--- src/rtl/data_cache.sv ---
// ============================================================================
// Module   : data_cache
// Brief    : 8-line x 4-byte direct-mapped, write-back, write-allocate cache.
// Revision : 1.0 - initial release
// ============================================================================
`default_nettype none

module data_cache (
    input  logic        CLK,
    input  logic        RESET,
    input  logic        READ,
    input  logic        WRITE,
    input  logic [7:0]  ADDRESS,
    input  logic [7:0]  WRITE_DATA,
    output logic [7:0]  READ_DATA,
    output logic        BUSYWAIT,
    output logic        MEM_READ,
    output logic        MEM_WRITE,
    output logic [5:0]  MEM_ADDRESS,
    output logic [31:0] MEM_WRITEDATA,
    input  logic [31:0] MEM_READDATA,
    input  logic        MEM_BUSYWAIT
);

    typedef enum logic [1:0] {
        IDLE      = 2'd0,
        WRITEBACK = 2'd1,
        FETCH     = 2'd2
    } state_t;

    state_t      state_q, state_d;
    logic        entry_q;
    logic [7:0]  valid_q, dirty_q;
    logic [2:0]  tag_q  [8];
    logic [31:0] data_q [8];
    logic [7:0]  rdata_q;

    logic [2:0]  w_tag, w_index;
    logic [1:0]  w_offset;
    logic        w_req, w_hit, w_done;
    logic [31:0] w_line;
    logic [7:0]  w_byte;

    assign w_tag    = ADDRESS[7:5];
    assign w_index  = ADDRESS[4:2];
    assign w_offset = ADDRESS[1:0];
    assign w_req    = READ | WRITE;
    assign w_hit    = valid_q[w_index] && (tag_q[w_index] == w_tag);
    assign w_line   = data_q[w_index];
    assign w_byte   = w_line[{w_offset, 3'b000} +: 8];
    // The entry cycle of a memory state never completes, giving a 2-cycle minimum.
    assign w_done   = !entry_q && !MEM_BUSYWAIT;

    always_comb begin
        state_d       = state_q;
        BUSYWAIT      = 1'b0;
        MEM_READ      = 1'b0;
        MEM_WRITE     = 1'b0;
        MEM_ADDRESS   = 6'd0;
        MEM_WRITEDATA = 32'd0;
        case (state_q)
            IDLE: begin
                BUSYWAIT = w_req & ~w_hit;
                if (w_req && !w_hit)
                    state_d = (valid_q[w_index] && dirty_q[w_index]) ? WRITEBACK : FETCH;
            end
            WRITEBACK: begin
                BUSYWAIT      = 1'b1;
                MEM_WRITE     = 1'b1;
                MEM_ADDRESS   = {tag_q[w_index], w_index};
                MEM_WRITEDATA = w_line;
                if (w_done)
                    state_d = FETCH;
            end
            FETCH: begin
                BUSYWAIT    = 1'b1;
                MEM_READ    = 1'b1;
                MEM_ADDRESS = {w_tag, w_index};
                if (w_done)
                    state_d = IDLE;
            end
            default: state_d = IDLE;
        endcase
    end

    // Hold the last delivered byte when no read hit is being served.
    assign READ_DATA = (state_q == IDLE && READ && w_hit) ? w_byte : rdata_q;

    always_ff @(posedge CLK) begin
        if (RESET) begin
            state_q <= IDLE;
            entry_q <= 1'b0;
            valid_q <= 8'd0;
            dirty_q <= 8'd0;
            rdata_q <= 8'd0;
        end else begin
            state_q <= state_d;
            entry_q <= (state_d != state_q);
            rdata_q <= READ_DATA;
            if (state_q == IDLE && WRITE && w_hit)
                dirty_q[w_index] <= 1'b1;
            if (state_q == WRITEBACK && w_done)
                dirty_q[w_index] <= 1'b0;
            if (state_q == FETCH && w_done) begin
                valid_q[w_index] <= 1'b1;
                dirty_q[w_index] <= 1'b0;
            end
        end
    end

    always_ff @(posedge CLK) begin
        if (!RESET) begin
            if (state_q == IDLE && WRITE && w_hit)
                data_q[w_index][{w_offset, 3'b000} +: 8] <= WRITE_DATA;
            if (state_q == FETCH && w_done) begin
                data_q[w_index] <= MEM_READDATA;
                tag_q[w_index]  <= w_tag;
            end
        end
    end

endmodule

`default_nettype wire

--- config.mk ---
export PLATFORM = sky130hd
export DESIGN_NAME = data_cache
export DESIGN_NICKNAME = d
export VERILOG_FILES = /design/src/rtl/data_cache.sv
export SDC_FILE = /design/constraint.sdc
export NUM_CORES = 1
export LEC_CHECK = 0
export CORE_UTILIZATION = 65
export CTS_BUF_LIST = sky130_fd_sc_hd__clkbuf_2
export DETAILED_ROUTE_END_ITERATION = 16
export MAX_ROUTING_LAYER = met4
export PLACE_DENSITY = 0.88
export SETUP_SLACK_MARGIN = 0.3
export SYNTH_ARGS = -nofsm -noshare
export SYNTH_HDL_FRONTEND = slang
export SYNTH_SLANG_ARGS = --single-unit
--- constraint.sdc ---
create_clock -name CLK -period 4.7 [get_ports CLK]
set_input_delay 0.705 -clock CLK [delete_from_list [all_inputs] [get_ports CLK]]
set_output_delay 0.705 -clock CLK [all_outputs]
set_load 0.02 [all_outputs]
==> results of run 1 <==
-- worst paths after layout --
path | cells after the start | from | to
worst max-delay path | 9 | ADDRESS[3] | READ_DATA[2]
worst min-delay path | 1 | valid_q[7]$_SDFFE_PP0P_ | valid_q[7]$_SDFFE_PP0P_
worst max register to register | 7 | tag_q[2][2]$_DFFE_PP_ | data_q[3][4]$_DFFE_PP_
worst min register to register | 1 | valid_q[7]$_SDFFE_PP0P_ | valid_q[7]$_SDFFE_PP0P_
-- cell usage after synthesis, drive strengths merged, types with 2 or more instances --
| cell | n | area share [%] |
|---|---|---|
| o221ai | 6 | 0.40 |
| nor2 | 64 | 1.8 |
| a221oi | 29 | 1.9 |
| a311oi | 4 | 0.27 |
| a22oi | 21 | 1.2 |
| o22ai | 11 | 0.52 |
| nor2b | 22 | 1.0 |
| and3 | 5 | 0.24 |
| a211oi | 7 | 0.48 |
| edfxtp | 280 | 64 |
| a211o | 3 | 0.20 |
| ha | 9 | 0.86 |
| o2bb2ai | 8 | 0.53 |
| nor4 | 2 | 0.095 |
| nand2 | 28 | 0.80 |
| a31oi | 7 | 0.43 |
| nand2b | 5 | 0.24 |
| o21ai | 10 | 0.38 |
| a32oi | 2 | 0.13 |
| buf | 27 | 1.4 |
| or3 | 2 | 0.095 |
| mux4 | 25 | 4.3 |
| and2 | 29 | 1.4 |
| nor4b | 3 | 0.20 |
| a21oi | 19 | 0.72 |
| o22a | 2 | 0.13 |
| mux2 | 33 | 2.9 |
| nand3b | 2 | 0.11 |
| a221o | 2 | 0.15 |
| nand4 | 2 | 0.14 |
| inv | 9 | 0.26 |
| o211ai | 3 | 0.17 |
| nor3 | 3 | 0.11 |
| a21boi | 4 | 0.23 |
| o21a | 3 | 0.17 |
| a22o | 40 | 2.7 |
| a21o | 8 | 0.46 |
| dfxtp | 27 | 4.1 |
| mux2i | 39 | 3.0 |
| clkbuf | 24 | 0.69 |
-- cell usage in the layout, fill, tap and decap left out, types with 6 or more instances in the layout --
master and count:
mux4_2 25, o21ai_0 10, nor2_1 63, clkbuf_2 113, nand2_1 28, and2_1 28
nor2b_1 22, a22o_1 40, edfxtp_1 280, mux2i_1 39, inv_2 6, buf_4 73
a221oi_1 28, a21oi_1 19, clkinv_1 18, a22oi_1 21, ha_1 9, inv_1 7
o221ai_1 6, mux2_2 32, a21o_1 8, o22ai_1 11, o2bb2ai_1 8, dfxtp_1 27
clkdlybuf4s50_1 98
-- area by class of cell --
type / count / area [um2]
sequential: 307 / 8949
antenna: 1 / 2.502
tap: 265 / 331.6
inverter: 10 / 37.54
timing repair buffer: 176 / 1597
fill: 1128 / 4163
multi-input combinational: 477 / 3885
clock buffer: 113 / 565.5
clock inverter: 25 / 123.9
-- flip-flops by register name (all words and copies together), names as in the netlist --
name,flops
data_q,256
tag_q,24
dirty_q,8
rdata_q,8
valid_q,8
state_q,2
entry_q,1
-- critical path, cell delays in order --
cell and delay, ps:
buf_6 300, buf_4 390, and3b_1 310, a22o_1 260, a221oi_1 450, nand2_1 110, a22o_1 230, mux2_2 280
clkdlybuf4s50_1 530
-- power by group --
group | switching [mW] | total, mW | internal [mW]
clock | 1.08 | 1.77 | 0.698
combinational | 0.328 | 0.525 | 0.197
sequential | 0.00839 | 3.01 | 3.00
total | 1.41 | 5.31 | 3.90
-- stage by stage --
stage | power [mW] | setup WS, ps | hold WS [ps] | std cells
finish | 5.309 | 410.7 | 464.8 | 1374
global route | 5.486 | 351.2 | 472.8 | 1374
CTS | 5.289 | 332.0 | 465.3 | 1373
detailed placement | 3.573 | 330.0 | 441.9 | 1235
global placement | 3.558 | 338.2 | 430.9 | 1235
floorplan | 3.352 | 1323 | 417.8 | 845
-- per-layer routing --
layer  GRT usage (%)  vias up
li1                -     3856
met1           46.90     4330
met2           56.29      799
met3           13.41      189
met4           19.67        0
met5               -        -
-- cells by family after synthesis --
family                   synth area share, %
AO/OA/AOI/OAI                          11.60
adder cells (fa/ha/maj)               0.8576
buffers and inverters                  2.382
AND/OR/NAND/NOR                        6.765
flip-flops                             68.15
XOR/XNOR                              0.1334
multiplexers                           10.12
-- what timing repair did --
action | 4_1_cts | 5_1_grt
gates resized for setup | 0 | 4
endpoints found under the hold margin | 0 | 0
buffers inserted | 0 | 0
setup endpoints to repair | 0 | 8
==> flow_summary_export.csv, run 1 <==
group,metric,value,unit
status,status,"finished, final reports clean",
yosys,ys_seq_area_share,68.15,%
power,irDropWorstVdd,0.2450,mV
sta,final.setup.tns,0,ps
yosys,synth_nets,907,
sta,rsz0062_at_grt,"false",
sta,fin_crit_sh,91.26,%
place,portBuffers,101,
cells_and_area,syn2layout_area_growth,17.97,%
clock_tree,cts_made_buffers,77,
place,hpwlAfterDp,24620,um
critical_path,crit_fanout,30,
sta,skew,85.20,ps
route,met1_length,12700,um
clock_tree,cts_num_sinks,307,
place,detailed_place.area,0.01478,mm2
yosys,ys_seq_elements,307,
floorplan,start_util,66.81,%
sta,period_minus_slack,4289,ps
global_route,grt_pass1_vias,9041,
yosys,syn_inst,845,
floorplan,rows,51,
critical_path,rrSetupSlack,1370,ps
clock_tree,clk_pin_slew,80,ps
route,wirelength,37000,um
route,vias,9174,
clock_tree,clk_latency,900,ps
clock_tree,cts_root_buf,"clkbuf_2",
clock_tree,htreeDepth,3,
yosys,synth_flop_cell,"edfxtp_1",
place,place_congestion,1.019,
sta,fmax,0.2331,GHz
sta,slew-limit-headroom,16.42,%
global_route,antenna_found_initial,1,
route,dr_wl_met3,5564,um
route,vias_per_cell,6.677,
sta,timing.final.hold_violations,0,
cells_and_area,final_util,78.82,%
yosys,syn_area,0.01313,mm2
clock_tree,cts_buffer_depth,3,
floorplan,io_pins,102,
critical_path,crit_type,"input port to primary output",
global_route,grt_pass1_wl,53650,um
cells_and_area,nNetsFinal,1111,
cells_and_area,drive_gt1_share,24.19,%
job,max_cap_viol_count,0,
floorplan,die_area,0.02077,mm2
sta,tightest_slew,1242,ps
route,drc,0,
yosys,syn_avg_cell_area,15.54,um2
yosys,synth_warnings,0,
clock_tree,holdBufCountCts,0,
floorplan,die_height,144.1,um
cells_and_area,final_area,0.01549,mm2
route,wire_per_inst,26.93,um
yosys,synth_cell_types,67,
floorplan,coreArea,0.01965,mm2
critical_path,critPathCaptureType,"primary output",
power,power_density,342.7,mW/mm2
critical_path,crit_required,3990,ps
clock_tree,cts_tree,"done",
critical_path,worstPathArrival,3580,ps
power,p_leak,5.638,nW
route,wl_met2,16850,um
global_route,overflow,0,
yosys,async_flop_share,0,%
global_route,grt_max_degree,36,
route,top_layer,"met4",
sta,setup_viol,0,
hold_path,hold_path_class,"flop to flop",
yosys,synth_edf_count,280,
route,first_pass_iters,6,
global_route,track_usage,38.19,%
sta,finalMaxSlewViolations,0,
route,ant_nets,0,
critical_path,crit_path_start_kind,"input port",
route,drt-initial-drc-count,1113,
floorplan,die_x,144.1,um
Power figures use the tool's default switching activity.
==> run 2, diff against run 1 <==
GPL_TIMING_DRIVEN = 0   (was not set)
REMOVE_ABC_BUFFERS = 1   (was not set)
==> run 2 against run 1 <==
Flip-flop and latch count unchanged. Clock power decreased by 6%. Critical endpoint is now READ_DATA[0]. Critical path type unchanged. Final area is 2.0% lower. Register-to-register slack worse by 430 ps. Clock skew is 12 ps higher.
==> flow_summary_export.csv, run 2 (synthesis results as in run 1) <==
group,metric,value,unit
global_route,track_usage,36.23,%
clock_tree,cts_tree,"done",
route,drc,0,
floorplan,coreArea,0.01965,mm2
sta,rsz0062_at_grt,"true",
route,drt-initial-drc-count,1221,
floorplan,io_pins,102,
clock_tree,holdBufCountCts,0,
floorplan,start_util,66.81,%
route,first_pass_iters,6,
hold_path,min-delay-start,"ADDRESS[3]",
critical_path,worstPathArrival,3690,ps
sta,fin_hold_ws,369.2,ps
cells_and_area,final_area,0.01519,mm2
clock_tree,cts_buffer_depth,3,
cells_and_area,syn2layout_area_growth,15.65,%
place,detailed_place.area,0.01431,mm2
cells_and_area,drive_gt1_share,21.31,%
clock_tree,clk_pin_slew,100,ps
sta,period_minus_slack,4398,ps
floorplan,die_x,144.1,um
floorplan,die_height,144.1,um
sta,timing.final.hold_violations,0,
route,wire_per_inst,27.35,um
place,place_congestion,0.9311,
cells_and_area,largest_reg_flops,256,
floorplan,rows,51,
sta,fmax,0.2274,GHz
clock_tree,cts_root_buf,"clkbuf_2",
global_route,grt_pass1_wl,50790,um
route,vias,8926,
critical_path,crit_path_start_kind,"input port",
critical_path,crit_required,3990,ps
power,power_density,341.3,mW/mm2
route,ant_nets,0,
sta,tightest_slew,1065,ps
critical_path,critPathCaptureType,"primary output",
global_route,overflow,0,
critical_path,startpoint,"ADDRESS[3]",
sta,slew-limit-headroom,28.76,%
cells_and_area,most-common-layout-cells,"edfxtp_1, clkbuf_2, clkdlybuf4s50_1, nor2_1, a22o_1",
job,max_cap_viol_count,0,
clock_tree,clk_latency,860,ps
clock_tree,cts_made_buffers,74,
cells_and_area,nNetsFinal,1049,
status,status,"finished, final reports clean",
hold_path,hold_path_class,"input port to flop",
place,portBuffers,101,
clock_tree,cts_num_sinks,307,
critical_path,crit_fanout,36,
cells_and_area,final_common_cell,"edfxtp_1",
floorplan,die_area,0.02077,mm2
power,p_total,5.184,mW
sta,skew,97.01,ps
critical_path,crit_type,"input port to primary output",
route,vias_per_cell,6.809,
sta,final.setup.tns,0,ps
sta,fin_crit_sh,93.58,%
place,dp_slack,-869.7,ps
global_route,grt_max_degree,46,
cells_and_area,top_register,"data_q",
global_route,grt_pass1_vias,8641,
power,p_leak,5.383,nW
cells_and_area,reg_top3,"data_q x256, tag_q x24",
place,hpwlAfterDp,22030,um
sta,fin_ws,301.6,ps
global_route,antenna_found_initial,4,
sta,setup_viol,0,
critical_path,rr_startpoint,"tag_q[6][1]$_DFFE_PP_",
power,irDropWorstVdd,0.2096,mV
clock_tree,htreeDepth,3,
route,wirelength,35860,um
sta,finalMaxSlewViolations,0,
-- run 2: cell count changes in the layout (fill, tap and decap cells not counted), sizes merged, moves of 2 or more --
cell           change
diode              +3
clkdlybuf4s50      -3
buf               -63
clkinvlp           +3
dlymetal6s2s       +2
inv                -4
-- run 2: final cells by class --
cell class,count,area [um2]
multi-input combinational,477,3966
fill,1161,4468
tap,265,331.6
sequential,307,8949
timing repair inverter,1,7.507
timing repair buffer,116,1245
clock inverter,21,81.33
inverter,10,45.04
antenna,4,10.01
clock buffer,110,550.5
-- run 2: path summary, 6_finish.rpt --
path                        endpoint  slack [ps]  cells after the start
max reg2reg  data_q[7][25]$_DFFE_PP_         940                      7
min            dirty_q[3]$_SDFF_PP0_         370                      2
max                     READ_DATA[0]         300                     11
min reg2reg  valid_q[1]$_SDFFE_PP0P_         470                      1
-- run 2: report_power, final --
group / total (mW) / switching (mW) / leakage [nW] / internal [mW]
clock network: 1.66 / 1.04 / 0.500 / 0.621
registers: 3.01 / 0.00805 / 2.87 / 3.00
logic: 0.510 / 0.320 / 2.01 / 0.190
-- run 2: stage by stage --
stage	std cells	utilization (%)
3_3_place_gp	1160	72.24
3_5_place_dp	1165	72.80
4_1_cts	1305	76.93
6_report	1311	77.27
5_1_grt	1310	77.25
2_1_floorplan	794	-
-- run 2: critical path, stage by stage --
cell	delay (ps)
clkbuf_8	230
buf_16	260
nor2b_4	180
buf_4	190
buf_4	180
a221oi_1	380
o22ai_2	190
mux2i_1	370
o2bb2ai_1	130
mux2_2	300
clkdlybuf4s50_1	550
-- run 2: timing repair --
item	4_1_cts	5_1_grt
endpoints found under the setup margin	275	7
cloned	1	2
pin swaps	0	0
setup buffers	8	0
resized for setup	25	8
-- run 2: per-layer routing --
layer / vias up / track usage, % / share of wire, % / wire length [um]
met1: 4301 / 44.69 / 34 / 12100
met3: 145 / 8.543 / 14 / 4957
met2: 744 / 55.02 / 47 / 16840
met5: - / - / 0 / 0
met4: 0 / 21.77 / 5.5 / 1959
li1: 3736 / - / - / -
